`src/rtl/cas_fsk_player.sv`:
```
// MSX 1200/2400 Hz FSK cassette transmitter: turns tagged header/data items into
// the 1-bit tape signal, paced by the 3.58 MHz enable and gated by the motor bit.
module cas_fsk_player #(
    parameter int HALF_P    = 746,
    parameter int LONG_HDR  = 16000,
    parameter int SHORT_HDR = 4000
) (
    input  logic       clk_i,
    input  logic       reset_n_i,
    input  logic       ce_i,
    input  logic       motor_i,
    input  logic       abort_i,
    input  logic [7:0] data_i,
    input  logic [1:0] tag_i,
    input  logic       valid_i,
    output logic       ready_o,
    output logic       cas_audio_o,
    output logic       busy_o
);
    localparam int SEG_W = $clog2(2 * HALF_P + 1);
    localparam logic [SEG_W-1:0] SEG_SHORT = SEG_W'(HALF_P);
    localparam logic [SEG_W-1:0] SEG_LONG  = SEG_W'(2 * HALF_P);

    typedef enum logic [2:0] {IDLE, HDR, START, DATA, STOP} StateT;

    StateT            state_q, state_d;
    logic             level_q, level_d;
    logic [SEG_W-1:0] segCnt_q, segCnt_d;
    logic [1:0]       segIdx_q, segIdx_d;
    logic [2:0]       bitIdx_q, bitIdx_d;
    logic [15:0]      hdrCnt_q, hdrCnt_d;
    logic [7:0]       data_q, data_d;

    logic tick;
    logic curBit;
    logic lastSeg;
    logic nextBit;
    logic toIdle;

    assign tick = ce_i & motor_i;

    always_ff @(posedge clk_i or negedge reset_n_i) begin
        if (!reset_n_i) begin
            state_q  <= IDLE;
            level_q  <= 1'b0;
            segCnt_q <= '0;
            segIdx_q <= '0;
            bitIdx_q <= '0;
            hdrCnt_q <= '0;
            data_q   <= '0;
        end else begin
            state_q  <= state_d;
            level_q  <= level_d;
            segCnt_q <= segCnt_d;
            segIdx_q <= segIdx_d;
            bitIdx_q <= bitIdx_d;
            hdrCnt_q <= hdrCnt_d;
            data_q   <= data_d;
        end
    end

    // A 0 bit is two long segments, a 1 bit four short ones; both last 4*HALF_P ticks.
    always_comb begin
        case (state_q)
            START:   curBit = 1'b0;
            DATA:    curBit = data_q[bitIdx_q];
            default: curBit = 1'b1;
        endcase
        lastSeg = curBit ? (segIdx_q == 2'd3) : (segIdx_q == 2'd1);
    end

    always_comb begin
        state_d  = state_q;
        level_d  = level_q;
        segCnt_d = segCnt_q;
        segIdx_d = segIdx_q;
        bitIdx_d = bitIdx_q;
        hdrCnt_d = hdrCnt_q;
        data_d   = data_q;
        nextBit  = 1'b1;
        toIdle   = 1'b0;

        if (abort_i) begin
            toIdle = 1'b1;
        end else if (state_q == IDLE) begin
            if (valid_i) begin
                segIdx_d = '0;
                bitIdx_d = '0;
                case (tag_i)
                    2'b00: begin
                        state_d  = START;
                        data_d   = data_i;
                        level_d  = 1'b1;
                        segCnt_d = SEG_LONG;
                    end
                    2'b01: begin
                        state_d  = HDR;
                        hdrCnt_d = 16'(SHORT_HDR);
                        level_d  = 1'b1;
                        segCnt_d = SEG_SHORT;
                    end
                    2'b10: begin
                        state_d  = HDR;
                        hdrCnt_d = 16'(LONG_HDR);
                        level_d  = 1'b1;
                        segCnt_d = SEG_SHORT;
                    end
                    default: ;
                endcase
            end
        end else if (tick) begin
            if (segCnt_q > SEG_W'(1)) begin
                segCnt_d = segCnt_q - SEG_W'(1);
            end else if (state_q == HDR) begin
                if (!segIdx_q[0]) begin
                    level_d  = 1'b0;
                    segIdx_d = 2'd1;
                    segCnt_d = SEG_SHORT;
                end else if (hdrCnt_q <= 16'd1) begin
                    toIdle = 1'b1;
                end else begin
                    hdrCnt_d = hdrCnt_q - 16'd1;
                    level_d  = 1'b1;
                    segIdx_d = 2'd0;
                    segCnt_d = SEG_SHORT;
                end
            end else if (!lastSeg) begin
                level_d  = ~level_q;
                segIdx_d = segIdx_q + 2'd1;
                segCnt_d = curBit ? SEG_SHORT : SEG_LONG;
            end else begin
                // Bit boundary: every bit starts high, length depends on the upcoming bit.
                level_d  = 1'b1;
                segIdx_d = 2'd0;
                case (state_q)
                    START: begin
                        state_d  = DATA;
                        bitIdx_d = 3'd0;
                        nextBit  = data_q[0];
                    end
                    DATA: begin
                        if (bitIdx_q == 3'd7) begin
                            state_d  = STOP;
                            bitIdx_d = 3'd0;
                        end else begin
                            bitIdx_d = bitIdx_q + 3'd1;
                            nextBit  = data_q[bitIdx_q + 3'd1];
                        end
                    end
                    default: begin
                        if (bitIdx_q == 3'd1) begin
                            toIdle = 1'b1;
                        end else begin
                            bitIdx_d = 3'd1;
                        end
                    end
                endcase
                segCnt_d = nextBit ? SEG_SHORT : SEG_LONG;
            end
        end

        if (toIdle) begin
            state_d  = IDLE;
            level_d  = 1'b0;
            segCnt_d = '0;
            segIdx_d = '0;
            bitIdx_d = '0;
            hdrCnt_d = '0;
        end
    end

    // The level survives a motor stop; only the pin is forced low.
    always_comb begin
        ready_o     = (state_q == IDLE);
        busy_o      = (state_q != IDLE);
        cas_audio_o = level_q & motor_i;
    end
endmodule

```
`config.mk`:
```
export PLATFORM = sky130hd
export DESIGN_NAME = cas_fsk_player
export DESIGN_NICKNAME = d
export VERILOG_FILES = /design/src/rtl/cas_fsk_player.sv
export SDC_FILE = /design/constraint.sdc
export NUM_CORES = 1
export LEC_CHECK = 0
export BUFFER_PORTS_ARGS = -buffer_cell sky130_fd_sc_hd__buf_2
export CAP_MARGIN = 20
export CORE_ASPECT_RATIO = 2
export CORE_MARGIN = 2
export CORE_UTILIZATION = 50
export CTS_CLUSTER_DIAMETER = 60
export DETAILED_ROUTE_END_ITERATION = 10
export GPL_TIMING_DRIVEN = 0
export PLACE_DENSITY = 0.76
export RECOVER_POWER = 50
export SLEW_MARGIN = 10
export SYNTH_ARGS = -nofsm -noshare
export SYNTH_HDL_FRONTEND = slang
export SYNTH_SLANG_ARGS = --single-unit
```
`constraint.sdc`:
```
create_clock -name clk_i -period 4.9 [get_ports clk_i]
set_input_delay 0.98 -clock clk_i [delete_from_list [all_inputs] [get_ports clk_i]]
set_output_delay 0.98 -clock clk_i [all_outputs]
set_load 0.01 [all_outputs]
```
After elaboration in Yosys (flattened, before gate mapping)
Cells that the tools add are included.

storage, ports and cells
  register bits = 44
  bits in latches = 0
  bits in writable memories = 0
  memory bits (read-only) = 0
  input bits = 16
  output and inout bits = 3
  memories = 0

operators by class
  $add $sub $neg = 4
  multiply operators = 0
  div/mod/pow operators = 0
  magnitude comparators = 4
  equal/unequal tests = 21
  shift-type cells = 0
  multiplexer cells = 90
  bitwise gates (word level) = 4
  reduce and logical (&&, ||, !) cells = 19

operators with widths
  kind                                                             count
  2-to-1 mux 16 bit                                                9
  2-to-1 mux 11 bit                                                12
  2-to-1 mux 3 bit                                                 19
  case mux 16 bit (2 select lines)                                 1
  2-to-1 mux 1 bit                                                 31
  case mux 11 bit (2 select lines)                                 1
  2-to-1 mux 2 bit                                                 10
  case mux 3 bit (2 select lines)                                  3
  <= comparator 16 x 1 -> 1 bit (second input constant)            1
  subtractor 16 x 1 -> 16 bit (second input constant)              1
  nonzero test 3 bit                                               5
  greater-than comparator 11 x 1 -> 1 bit (second input constant)  1
  subtractor 11 x 1 -> 11 bit (second input constant)              1
  AND reduction 5 bit                                              2
  != test 3 bit (second input constant)                            3
  AND reduction 9 bit                                              1
  < comparator 3 x 4 -> 1 bit (second input constant)              2
  AND reduction 4 bit                                              2
  AND reduction 8 bit                                              1
  AND reduction 7 bit                                              1
  binary-select mux 1 bit (select 3 bit)                           2
  equality test 3 x 1 -> 1 bit (second input constant)             2
  equality test 3 x 2 -> 1 bit (second input constant)             2
  != test 3 x 2 -> 1 bit (second input constant)                   2
  21 further kinds                                                 27

Logic depth before layout (Yosys ltp)
Gate-level depths: netlist of run 1.

  depth in word-level cells = 19
  depth in mapped cells = 11

Worst setup path before layout of run 1
OpenSTA, ideal clock, no wires.

  path kind = input to register
  from = in tag_i[0]
  to = reg segCnt_q[8]
  arrival = 2.747 ns
  required time = 4.774 ns
  path slack = 2.026 ns
  stages on the path = 8
  path buffers = 1
  cell sequence = inv_1 ha_1 or4_1 clkbuf_1 o21ai_1 or3_1 a21oi_1 a311o_1

on the way
  cells in the longest elaborated chain, start to end = 7
  elaborated cells between the ends (all ways) = 11

RTL lines
  item                                                                        RTL line  RTL
  start: declaration                                                          14        input logic [1:0] tag_i,
  equality test 2 bit / equality test 2 x 1 -> 1 bit (equally long branches)  89        case (tag_i)
  OR reduction 2 bit (no line)                                                --
  case mux 11 bit (2 select lines)                                            89
  2-to-1 mux 11 bit                                                           86        if (valid_i) begin
  2-to-1 mux 11 bit                                                           85        end else if (state_q == IDLE) begin
  2-to-1 mux 11 bit                                                           83        if (abort_i) begin
  2-to-1 mux 11 bit                                                           162       if (toIdle) begin
  end signal: assignment                                                      54        segCnt_q <= segCnt_d;
  end: declaration                                                            28        logic [SEG_W-1:0] segCnt_q, segCnt_d;

Several ways; a longest one is shown, not always the timed one. The select of a mux whose other input is x is not followed.
A chain may end at the register's enable or synchronous reset.

Worst setup path in the final report of run 1
  from = reg bitIdx_q[0]
  to = reg segCnt_q[10]

on the way
  cells in the longest elaborated chain, start to end = 19
  elaborated cells between the ends (all ways) = 40

RTL lines
  item                                    RTL line  RTL
  start: declaration                      30        logic [2:0] bitIdx_q, bitIdx_d;
  start signal: assignment                56        bitIdx_q <= bitIdx_d;
  adder 3 x 1 -> 3 bit                    147       nextBit = data_q[bitIdx_q + 3'd1];
  binary-select mux 1 bit (select 3 bit)  147
  2-to-1 mux 1 bit (implied by the code)  147
  2-to-1 mux 1 bit                        142       if (bitIdx_q == 3'd7) begin
  case mux 1 bit (2 select lines)         135       case (state_q)
  2-to-1 mux 1 bit                        127       end else if (!lastSeg) begin
  2-to-1 mux 1 bit                        114       end else if (state_q == HDR) begin
  2-to-1 mux 1 bit                        112       if (segCnt_q > SEG_W'(1)) begin
  (+3 left out)                           --
  2-to-1 mux 11 bit                       158       segCnt_d = nextBit ? SEG_SHORT : SEG_LONG;
  2-to-1 mux 11 bit                       127
  2-to-1 mux 11 bit                       114
  2-to-1 mux 11 bit                       112
  2-to-1 mux 11 bit                       111       end else if (tick) begin
  2-to-1 mux 11 bit                       85
  2-to-1 mux 11 bit                       83
  2-to-1 mux 11 bit                       162

Several ways; a longest one is shown, not always the timed one. The select of a mux whose other input is x is not followed.

==> impl_results.md, run 1 <==
* P&R area growth vs syn at 10.4%
* Share of power burned in registers at 28.4%
* Die Area at 0.00721 mm2
* Global-route wire length before repair at 15600 um
* Mapped Cells at 381
* Ant diodes at 0
* Slew Limit Fails at 0
* Worst reg-to-reg path cell count at 8
* #FFs+latches synth at 44
* RSZ-0062 raised after global routing: false
* Net count of the mapped netlist at 407
* Global Route Usage Sum at 28.7%
* Fin crit share at 63.3%
* Register area share after synthesis at 33.8%
* Post-CTS Resized at 0
* Max-Cap Viols at 0
* Worst vdd ir at 0.000327 V
* Number of I/O port buffers at 18
* DRC viols at 0
* RD Place Congestion at 0.958
* Relative slew slack at 7.11%
* Hold buffers post-CTS at 0
* Final HPWL DP at 7110 um
* Placed Instances at 486
* Initial core utilization at 51.6%
* R2r startpoint: bitIdx_q[0]$_DFFE_PN0P_
* Final net count at 434
* Netlist Area Pre-Place at 0.00326 mm2
* Int Pwr at 0.00120 W
* Tmin final at 3.10 ns
* Drt pass-1 iters at 5
* Status: finished, final reports clean
* Predominant post-synthesis flop cell: dfrtp_1
* Required time of the critical path at 5.13 ns
* Num rows at 41
* Critical Path AT at 3.33 ns
* Worst-Skew Late Latency at 0.29 ns
* Worst setup path end: segCnt_q[10]$_DFFE_PN0P_
* Worst clock skew at 0.00827 ns
* Final cell count without fillers at 494
* Antenna violations before repair at 0
* GRT Residual Overflow at 0
* Post-synth EDFFs at 0
* Clk sinks at 44
* Synth unique cells at 69
* Synthesized area per cell at 8.54 um2
* Die X at 61.1 um
* Reg clk slew, reported paths at 0.06 ns
* Share of the synthesized area in the top cell type at 33.8%
* Height of the die at 118 um
* Layout cells sized above 1 at 12.7%
* Final design utilization at 57.0%
* Gate power share at 57.7%
* Final TNS setup at 0 ns
* Ports at 19
* Clk pwr share at 13.9%
* Post-synth top area cell: dfrtp_1
* Number of clock buffers inserted by TritonCTS at 5
* Worst r2r dst: segCnt_q[10]$_DFFE_PN0P_
* Routed vias at 3228
* CP Launch Type: flop
* Post-DR wirelength/cell at 19.3 um
* CP Capture Type: flop
* Most common cell in the netlist: dfrtp_1
* Reg2Reg Setup Slack at 1.80 ns
* Synth async-reset ratio at 100%
* Switching power at 0.00117 W
* Total Power at 0.00237 W
* Final setup viols at 0
* CP Max Fanout at 8
* Largest net degree at the start of global routing at 45
* Hold Crit Class: flop to flop
* CTS tree: built
* Synth top cells by count: dfrtp_1 (44), nor2_1 (32), nand2_1 (29), o21ai_0 (29), a21oi_1 (21)
* Setup crit start: bitIdx_q[0]$_DFFE_PN0P_
* Vias per cell at 6.53
* H-Tree Depth at 2
* Leak pwr at 1.46 nW
* Root Driver: clkbuf_16
* Ys Warns at 0
* Hold_ws at 0.515 ns
* Postcts setup bufs at 0
* DRT Wirelength at 9540 um
* Vias in the first global route at 3222
* CP Class: flop to flop
* Pwr dens at 660 mW/mm2
* Slew @ Worst Pin at 1.39 ns
* Sw frac at 49.3%
* Routed Antenna Nets at 0
* Final hold vios at 0
* Max Fclk at 322 MHz
* Clock tree buffer depth at 2
* Core Area at 0.00631 mm2
* Initial drt markers at 251
* Ranking of synthesized cells by area: dfrtp_1 (34%), o21ai_0 (4.5%), ha_1 (3.8%), nor2_1 (3.7%), nand2_1 (3.3%)
## area by class of cell
class	count	area (um2)
Fill cell	611	2720
Multi-Input combinational cell	304	2020
Sequential cell	44	1100
Clock buffer	6	129
Tap cell	86	108
Timing Repair Buffer	20	96.3
Buffer	18	78.8
Inverter	15	56.3
Clock inverter	1	5.00
## metal layers
| metal | routed length, um | share of wire (%) | vias up | global-route usage, % |
|---|---|---|---|---|
| met5 | 0 | 0 | - | 0 |
| met1 | 3490 | 37 | 1534 | 31.8 |
| met4 | 644 | 6.8 | 0 | 18.2 |
| met2 | 5010 | 53 | 137 | 48.5 |
| met3 | 391 | 4.1 | 54 | 3.41 |
| li1 | - | - | 1503 | - |
## stage by stage
step / area (um2) / setup WS, ns
global route: 3590 / 1.66
floorplan: 3260 / 2.03
global placement: 3450 / 1.42
CTS: 3590 / 1.82
finish: 3590 / 1.80
detailed placement: 3460 / 1.59
## state kept, by name, indices dropped and copies added (netlist names)
| register | flops |
|---|---|
| data_q | 8 |
| state_q | 3 |
| bitIdx_q | 3 |
| segCnt_q | 11 |
| hdrCnt_q | 16 |
| level_q | 1 |
| segIdx_q | 2 |
## how the worst min path moves through the flow
stage                            startpoint                 endpoint  slack (ns)  cells after the start
detailed placement  segCnt_q[3]$_DFFE_PN0P_  segCnt_q[3]$_DFFE_PN0P_        0.50                      1
floorplan           hdrCnt_q[7]$_DFFE_PN0P_  hdrCnt_q[7]$_DFFE_PN0P_        0.47                      1
global placement      data_q[6]$_DFFE_PN0P_    data_q[6]$_DFFE_PN0P_        0.50                      1
global route          data_q[3]$_DFFE_PN0P_    data_q[3]$_DFFE_PN0P_        0.55                      1
CTS                 segCnt_q[3]$_DFFE_PN0P_  segCnt_q[3]$_DFFE_PN0P_        0.52                      1
finish              segCnt_q[3]$_DFFE_PN0P_  segCnt_q[3]$_DFFE_PN0P_        0.51                      1
## critical path: stages, from the launching register on
cell	delay (ns)
dfrtp_1	0.47
ha_1	0.24
ha_1	0.37
mux4_1	0.58
mux2_2	0.32
or4_4	0.44
o211a_2	0.19
o32ai_2	0.27
o31a_1	0.17
## layout by cell type (no fill, tap or decap), types with 5 or more instances in the layout
| master | Yosys | layout |
|---|---|---|
| buf_2 | 3 | 20 |
| nand2b_1 | 8 | 8 |
| nor4_1 | 10 | 10 |
| o2bb2ai_1 | 7 | 7 |
| mux2i_1 | 5 | 5 |
| dfrtp_1 | 44 | 44 |
| a21oi_1 | 21 | 21 |
| ha_1 | 10 | 10 |
| clkbuf_1 | 12 | 16 |
| o21ai_0 | 29 | 29 |
| or3_1 | 7 | 7 |
| inv_1 | 14 | 14 |
| nand2_1 | 29 | 29 |
| o21ai_1 | 11 | 11 |
| nor2_1 | 32 | 32 |
| mux2_2 | 9 | 9 |
| o22ai_1 | 11 | 11 |
| nand3_1 | 16 | 16 |
| clkbuf_16 | 0 | 5 |
| nor3_1 | 20 | 20 |
## cells by family (layout without fill, tap and decap cells)
group	after synthesis	in the layout	share of synthesized area (%)
buf+inv	33	60	4.15
simple gates	150	150	24.7
mux	19	19	7.65
compound gates	124	124	25.6
fa+ha+maj	10	10	3.84
xor+xnor	1	1	0.269
flops	44	44	33.8
## power by group through the flow
| stage | Clock [W] | Combinational, W | Sequential, W |
|---|---|---|---|
| 4_1_cts | 0.000331 | 0.00134 | 0.000671 |
| 3_5_place_dp | 0 | 0.00133 | 0.000678 |
| 6_report | 0.000329 | 0.00137 | 0.000674 |
| 5_1_grt | 0.000343 | 0.00150 | 0.000698 |
| 3_3_place_gp | 0 | 0.00131 | 0.000670 |
| 2_1_floorplan | 0 | 0.00101 | 0.000627 |
Note: power is estimated with default switching activity, not from simulation.
==> run 2, diff against run 1 <==
--- a/config.mk
+++ b/config.mk
@@ -13,7 +13,7 @@
 export CTS_CLUSTER_DIAMETER = 60
 export DETAILED_ROUTE_END_ITERATION = 10
 export GPL_TIMING_DRIVEN = 0
-export PLACE_DENSITY = 0.76
+export PLACE_DENSITY = 0.79
 export RECOVER_POWER = 50
 export SLEW_MARGIN = 10
 export SYNTH_ARGS = -nofsm -noshare
==> constraint.sdc (replaced) <==
create_clock -name clk_i -period 2.54 [get_ports clk_i]
set_input_delay 0.508 -clock clk_i [delete_from_list [all_inputs] [get_ports clk_i]]
set_output_delay 0.508 -clock clk_i [all_outputs]
set_load 0.01 [all_outputs]
==> run 2 against run 1 <==
Net effect: non-clock buffer count is 7 higher; the run now ends with setup timing left; flip-flop and latch count did not move; via count is 2.7% higher; critical endpoint unchanged; routed wire length grew 4.1%; global-route usage rose by 0.59 points.
==> impl_results.md, run 2 (synthesis gave the netlist of run 1 again) <==
* Number of I/O port buffers at 18
* Post-DR wirelength/cell at 19.8 um
* M1 WL at 3480 um
* CP Class: flop to flop
* Layout cells sized above 1 at 22.4%
* RD Place Congestion at 0.986
* Hold_ws at 0.404 ns
* Final hold vios at 0
* Reg2Reg Setup Slack at -0.23 ns
* Final net count at 441
* Hold buffers post-CTS at 0
* CP Launch Type: flop
* Status: finished, violations left
* CP max stage delay at 0.48 ns
* RSZ-0062 raised after global routing: true
* Buf+Inv Stages, Crit Path at 0
* Worst-Skew Late Latency at 0.29 ns
* Tmin final at 2.77 ns
* CP Max Fanout at 3
* Slew Limit Fails at 0
* Worst vdd ir at 0.000829 V
* Antenna violations before repair at 0
* Initial core utilization at 51.6%
* Required time of the critical path at 2.77 ns
* Clock tree buffer depth at 2
* Worst clock skew at 0.00506 ns
* Leak pwr at 1.55 nW
* H-Tree Depth at 2
* Initial drt markers at 276
* R2r startpoint: bitIdx_q[1]$_DFFE_PN0P_
* Routed wl met2 at 5200 um
* Number of clock buffers inserted by TritonCTS at 5
* Leading cell type in the layout, fill and taps excluded: dfrtp_1
* Global-route wire length before repair at 15800 um
* P&R area growth vs syn at 19.5%
* CP Capture Type: flop
* GRT Residual Overflow at 0
* Height of the die at 118 um
* Commonest non-fill, non-tap cells in the layout: dfrtp_1 (42), nand2_1 (28), nor2_1 (27), o21ai_0 (27), buf_2 (21)
* Critical Path AT at 3.01 ns
* Die Area at 0.00721 mm2
* Fin crit share at 109%
* Final Instance Area at 0.00389 mm2
* Leading registers by flop count: hdrCnt_q (16), segCnt_q (11), data_q (8)
* Pwr dens at 1270 mW/mm2
* Vias in the first global route at 3182
* Global Route Usage Sum at 29.3%
* Die X at 61.1 um
* Worst r2r dst: segCnt_q[10]$_DFFE_PN0P_
* Final TNS setup at -1.56 ns
* Relative slew slack at 24.0%
* Routed Antenna Nets at 0
* Clk sinks at 44
* Slowest CP cell: mux4_2
* Final setup viols at 9
* Routed vias at 3316
* Worst reg-to-reg path cell count at 8
* Metal3 WL at 531 um
* Ports at 19
* DRC viols at 0
* Max Used Layer: met4
* Slew @ Worst Pin at 1.14 ns
* CTS tree: built
* Cell area after placement at 0.00349 mm2
* Final HPWL DP at 7200 um
* Worst path most repeated cell: ha_4
* Reg clk slew, reported paths at 0.06 ns
* Largest delay contributor family on the critical path: multiplexers
* Setup slack after layout at -0.234 ns
* Root Driver: clkbuf_16
* Max FFs per register at 16
* Max Fclk at 361 MHz
* Vias per cell at 6.61
* DRT Wirelength at 9930 um
* Largest net degree at the start of global routing at 45
* Core Area at 0.00631 mm2
* Failing checks: setup timing
* Num rows at 41
* Largest reg by FF count: hdrCnt_q
* Critical-path cell list: ha_4 > ha_4 > mux4_2 > mux2_4 > or4_4 > o211a_4 > o32ai_2 > o31a_1
* Max-Cap Viols at 0
* Ant diodes at 0
* Hold Crit Class: input pin to async pin
* Drt pass-1 iters at 6
run 2: layout make-up:
type                            instances  area (um2)
Fill cell                             548        2420
Multi-Input combinational cell        304        2210
Sequential cell                        44        1100
Timing Repair Buffer                   29         180
Clock buffer                            8         146
Tap cell                               86         108
Buffer                                 16        90.1
Inverter                               15        56.3
run 2: worst register-to-register path: stages (launching register included):
cell,delay (ns)
dfrtp_2,0.44
ha_4,0.17
ha_4,0.28
mux4_2,0.48
mux2_4,0.30
or4_4,0.45
o211a_4,0.18
o32ai_2,0.25
o31a_1,0.16
run 2: worst max path at each step:
stage / from / end / slack (ns) / depth (start not counted)
2_1_floorplan: bitIdx_q[0]$_DFFE_PN0P_ / segCnt_q[10]$_DFFE_PN0P_ / -0.15 / 8
3_3_place_gp: tag_i[0] / hdrCnt_q[8]$_DFFE_PN0P_ / -0.46 / 8
3_5_place_dp: tag_i[0] / segCnt_q[8]$_DFFE_PN0P_ / -0.33 / 9
4_1_cts: bitIdx_q[1]$_DFFE_PN0P_ / segCnt_q[10]$_DFFE_PN0P_ / -0.24 / 8
5_1_grt: bitIdx_q[1]$_DFFE_PN0P_ / segCnt_q[10]$_DFFE_PN0P_ / -0.30 / 8
6_report: bitIdx_q[1]$_DFFE_PN0P_ / segCnt_q[10]$_DFFE_PN0P_ / -0.23 / 8
run 2: metrics by stage:
step / total power [W] / utilization, % / instances / setup slack [ns]
after floorplan: 0.00317 / - / 381 / -0.154
after global placement: 0.00381 / 55.2 / 485 / -0.463
after detailed placement: 0.00389 / 55.4 / 486 / -0.335
after CTS: 0.00464 / 59.1 / 498 / -0.238
after global routing: 0.00523 / 61.6 / 502 / -0.296
final: 0.00492 / 61.6 / 502 / -0.234
run 2: power by group:
| group | switching, W | leakage, nW | internal, W |
|---|---|---|---|
| Sequential | 0.000333 | 0.563 | 0.000987 |
| Combinational | 0.00180 | 0.921 | 0.00113 |
| Clock | 0.000277 | 0.0712 | 0.000393 |
run 2: what timing repair did:
item,in CTS,in global routing
resized for setup,13,31
buffers inserted,5,4
pin swaps,7,2
setup endpoints to repair,35,38
run 2: metal layers:
layer / vias up / track usage (%)
li1: 1518 / -
met1: 1564 / 32.7
met2: 175 / 49.1
met3: 59 / 4.40
met4: 0 / 17.9
met5: - / 0
==> run 3, diff against run 2 <==
--- a/config.mk
+++ b/config.mk
@@ -5,6 +5,7 @@
 export SDC_FILE = /design/constraint.sdc
 export NUM_CORES = 1
 export LEC_CHECK = 0
+export ABC_AREA = 1
 export BUFFER_PORTS_ARGS = -buffer_cell sky130_fd_sc_hd__buf_2
 export CAP_MARGIN = 20
 export CORE_ASPECT_RATIO = 2
==> run 3 against run 2 <==
Net effect: setup slack better by 0.34 ns; clock-buffer cell count is 2 lower; global-route usage is 5.1 points lower; register-to-register slack better by 0.46 ns; combinational power is 11% lower; synthesized cell count is 16% higher; critical path type is now flop to output port; the run now ends clean; sequential power is 4% lower; design area is 11% lower.
==> impl_results.md, run 3 <==
* Status: finished, final reports clean
* Ant diodes at 0
* Required time of the critical path at 2.03 ns
* Largest reg by FF count: hdrCnt_q
* CP Class: flop to output port
* CP Launch Type: flop
* Die X at 59.9 um
* Slowest CP cell: dfrtp_1
* Final hold vios at 0
* Net count of the mapped netlist at 468
* Ys Warns at 0
* Number of I/O port buffers at 18
* Leading registers by flop count: hdrCnt_q (16), segCnt_q (11), data_q (8)
* Total Power at 0.00453 W
* Initial core utilization at 52.1%
* Tmin final at 2.44 ns
* Reg clk slew, reported paths at 0.06 ns
* Synth unique cells at 37
* Drt pass-1 iters at 5
* Vias in the first global route at 2979
* RSZ-0062 raised after global routing: true
* Worst r2r dst: state_q[0]$_DFFE_PN0P_
* Synthesized area per cell at 7.08 um2
* CTS tree: built
* Synth async-reset ratio at 100%
* Vias per cell at 5.62
* Antenna violations before repair at 0
* Register area share after synthesis at 35.2%
* Final setup viols at 0
* Ranking of synthesized cells by area: dfrtp_1 (35%), nand2_1 (12%), nand3_1 (8.6%), inv_1 (7.0%), o21ai_0 (5.9%)
* Relative slew slack at 8.15%
* Number of clock buffers inserted by TritonCTS at 5
* DRT Wirelength at 7690 um
* Root Driver: clkbuf_16
* Final net count at 494
* Predominant post-synthesis flop cell: dfrtp_1
* R2r startpoint: segCnt_q[2]$_DFFE_PN0P_
* Largest net degree at the start of global routing at 45
* CP max stage delay at 0.39 ns
* Max FFs per register at 16
* Commonest non-fill, non-tap cells in the layout: nand2_1 (102), inv_1 (57), nand3_1 (54)
* Synth top cells by count: nand2_1 (104), inv_1 (58), nand3_1 (54)
* Hold buffers post-CTS at 0
* Most common cell in the netlist: nand2_1
* CP Max Fanout at 10
* Largest delay contributor family on the critical path: buffers and inverters
* Clk sinks at 44
* Ports at 19
* Reg2Reg Setup Slack at 0.23 ns
* Critical Path AT at 1.93 ns
* Post-synth EDFFs at 0
* Hold_ws at 0.297 ns
* Final design utilization at 57.9%
* H-Tree Depth at 2
* Global Route Usage Sum at 24.2%
* Core Area at 0.00601 mm2
* Postcts setup bufs at 0
* Mapped Cells at 442
* CP Capture Type: output port
* Num rows at 40
* Final HPWL DP at 5730 um
* Die Area at 0.00694 mm2
* Post-synth top area cell: dfrtp_1
* Post-CTS Resized at 0
* Worst reg-to-reg path cell count at 14
* Height of the die at 116 um
* Netlist Area Pre-Place at 0.00313 mm2
* Share of the synthesized area in the top cell type at 35.2%
* DRC viols at 0
* Worst clock skew at 0.00628 ns
* Post-DR wirelength/cell at 14.5 um
* Fin crit share at 95.9%
* Global-route wire length before repair at 12900 um
* RD Place Congestion at 0.879
* Hold Crit Class: input pin to async pin
* Leading cell type in the layout, fill and taps excluded: nand2_1
* Slew Limit Fails at 0
* GRT Residual Overflow at 0
* Critical-path cell list: nor2_1 > inv_1 > nor2_4 > inv_2 > clkbuf_1 > buf_2
* Max-Cap Viols at 0
* Initial drt markers at 203
* P&R area growth vs syn at 11.2%
* Slew @ Worst Pin at 1.38 ns
* Layout cells sized above 1 at 12.6%
* Routed Antenna Nets at 0
* Pwr dens at 1300 mW/mm2
* Leak pwr at 1.80 nW
* Worst-Skew Late Latency at 0.29 ns
* Worst vdd ir at 0.000509 V
* #FFs+latches synth at 44
* Max Fclk at 410 MHz
* Routed vias at 2991
* Clock tree buffer depth at 2
* Buf+Inv Stages, Crit Path at 4
==> run 3: cell count changes in the layout (fill, tap and decap cells not counted), moves of 9 or more <==
cell / delta
a21oi_1: -13
inv_1: +43
xor2_1: +10
nand3_1: +38
nor3_1: -9
nor2_1: +21
nand2_1: +74
o22ai_1: -10
==> run 3: worst max-delay path by stage <==
stage,endpoint,startpoint,slack (ns),cells past startpoint
CTS,segCnt_q[4]$_DFFE_PN0P_,bitIdx_q[1]$_DFFE_PN0P_,0.07,16
detailed placement,segCnt_q[4]$_DFFE_PN0P_,bitIdx_q[1]$_DFFE_PN0P_,0.10,16
global placement,segCnt_q[4]$_DFFE_PN0P_,bitIdx_q[1]$_DFFE_PN0P_,0.10,16
finish,busy_o,state_q[1]$_DFFE_PN0P_,0.10,6
global route,segCnt_q[4]$_DFFE_PN0P_,bitIdx_q[0]$_DFFE_PN0P_,-0.01,17
floorplan,segCnt_q[4]$_DFFE_PN0P_,bitIdx_q[1]$_DFFE_PN0P_,0.62,16
==> run 3: kinds of logic after synthesis <==
logic type | after synthesis | share of synthesized area [%]
and+or+nand+nor | 240 | 36.6
AOI/OAI and AO/OA | 62 | 11.0
adders and majority gates | 10 | 4.00
xor gates and xnor gates | 14 | 3.92
buffers and inverters | 72 | 9.24
DFF | 44 | 35.2
==> run 3: metrics by stage <==
stage	area (um2)	cells	TNS [ns]	setup slack [ns]
after detailed placement	3300	523	0	0.103
final	3480	532	0	0.103
after global placement	3300	523	0	0.101
after floorplan	3130	442	0	0.624
after global routing	3480	532	-0.0131	-0.0131
after CTS	3450	531	0	0.0742
==> run 3: worst register-to-register path: cells and delay by family (launching register included) <==
family	cells	cell delay [ns]
AND/OR/NAND/NOR	9	1.08
AO/OA/AOI/OAI	1	0.15
buffers and inverters	4	0.55
flip-flops	1	0.42
==> run 3: routing by layer <==
| metal | part of all wire (%) | vias up | track usage [%] | routed length [um] |
|---|---|---|---|---|
| met2 | 54 | 98 | 43.6 | 4160 |
| li1 | - | 1486 | - | - |
| met4 | 5.3 | 0 | 16.3 | 406 |
| met5 | 0 | - | 0 | 0 |
| met1 | 37 | 1379 | 24.5 | 2850 |
| met3 | 3.6 | 28 | 3.46 | 279 |
==> run 3: area by class of cell <==
| cell class | count | area [um2] |
|---|---|---|
| multi-input combinational | 326 | 1760 |
| inverter | 64 | 240 |
| timing repair buffer | 19 | 100 |
| fill | 539 | 2530 |
| clock buffer | 6 | 139 |
| clock inverter | 2 | 10.0 |
| sequential | 44 | 1100 |
| buffer | 8 | 48.8 |
| tap | 63 | 78.8 |
==> run 3: power by group <==
group	internal, W	switching (W)
logic	0.000912	0.00169
registers	0.000994	0.000276
clock network	0.000388	0.000272
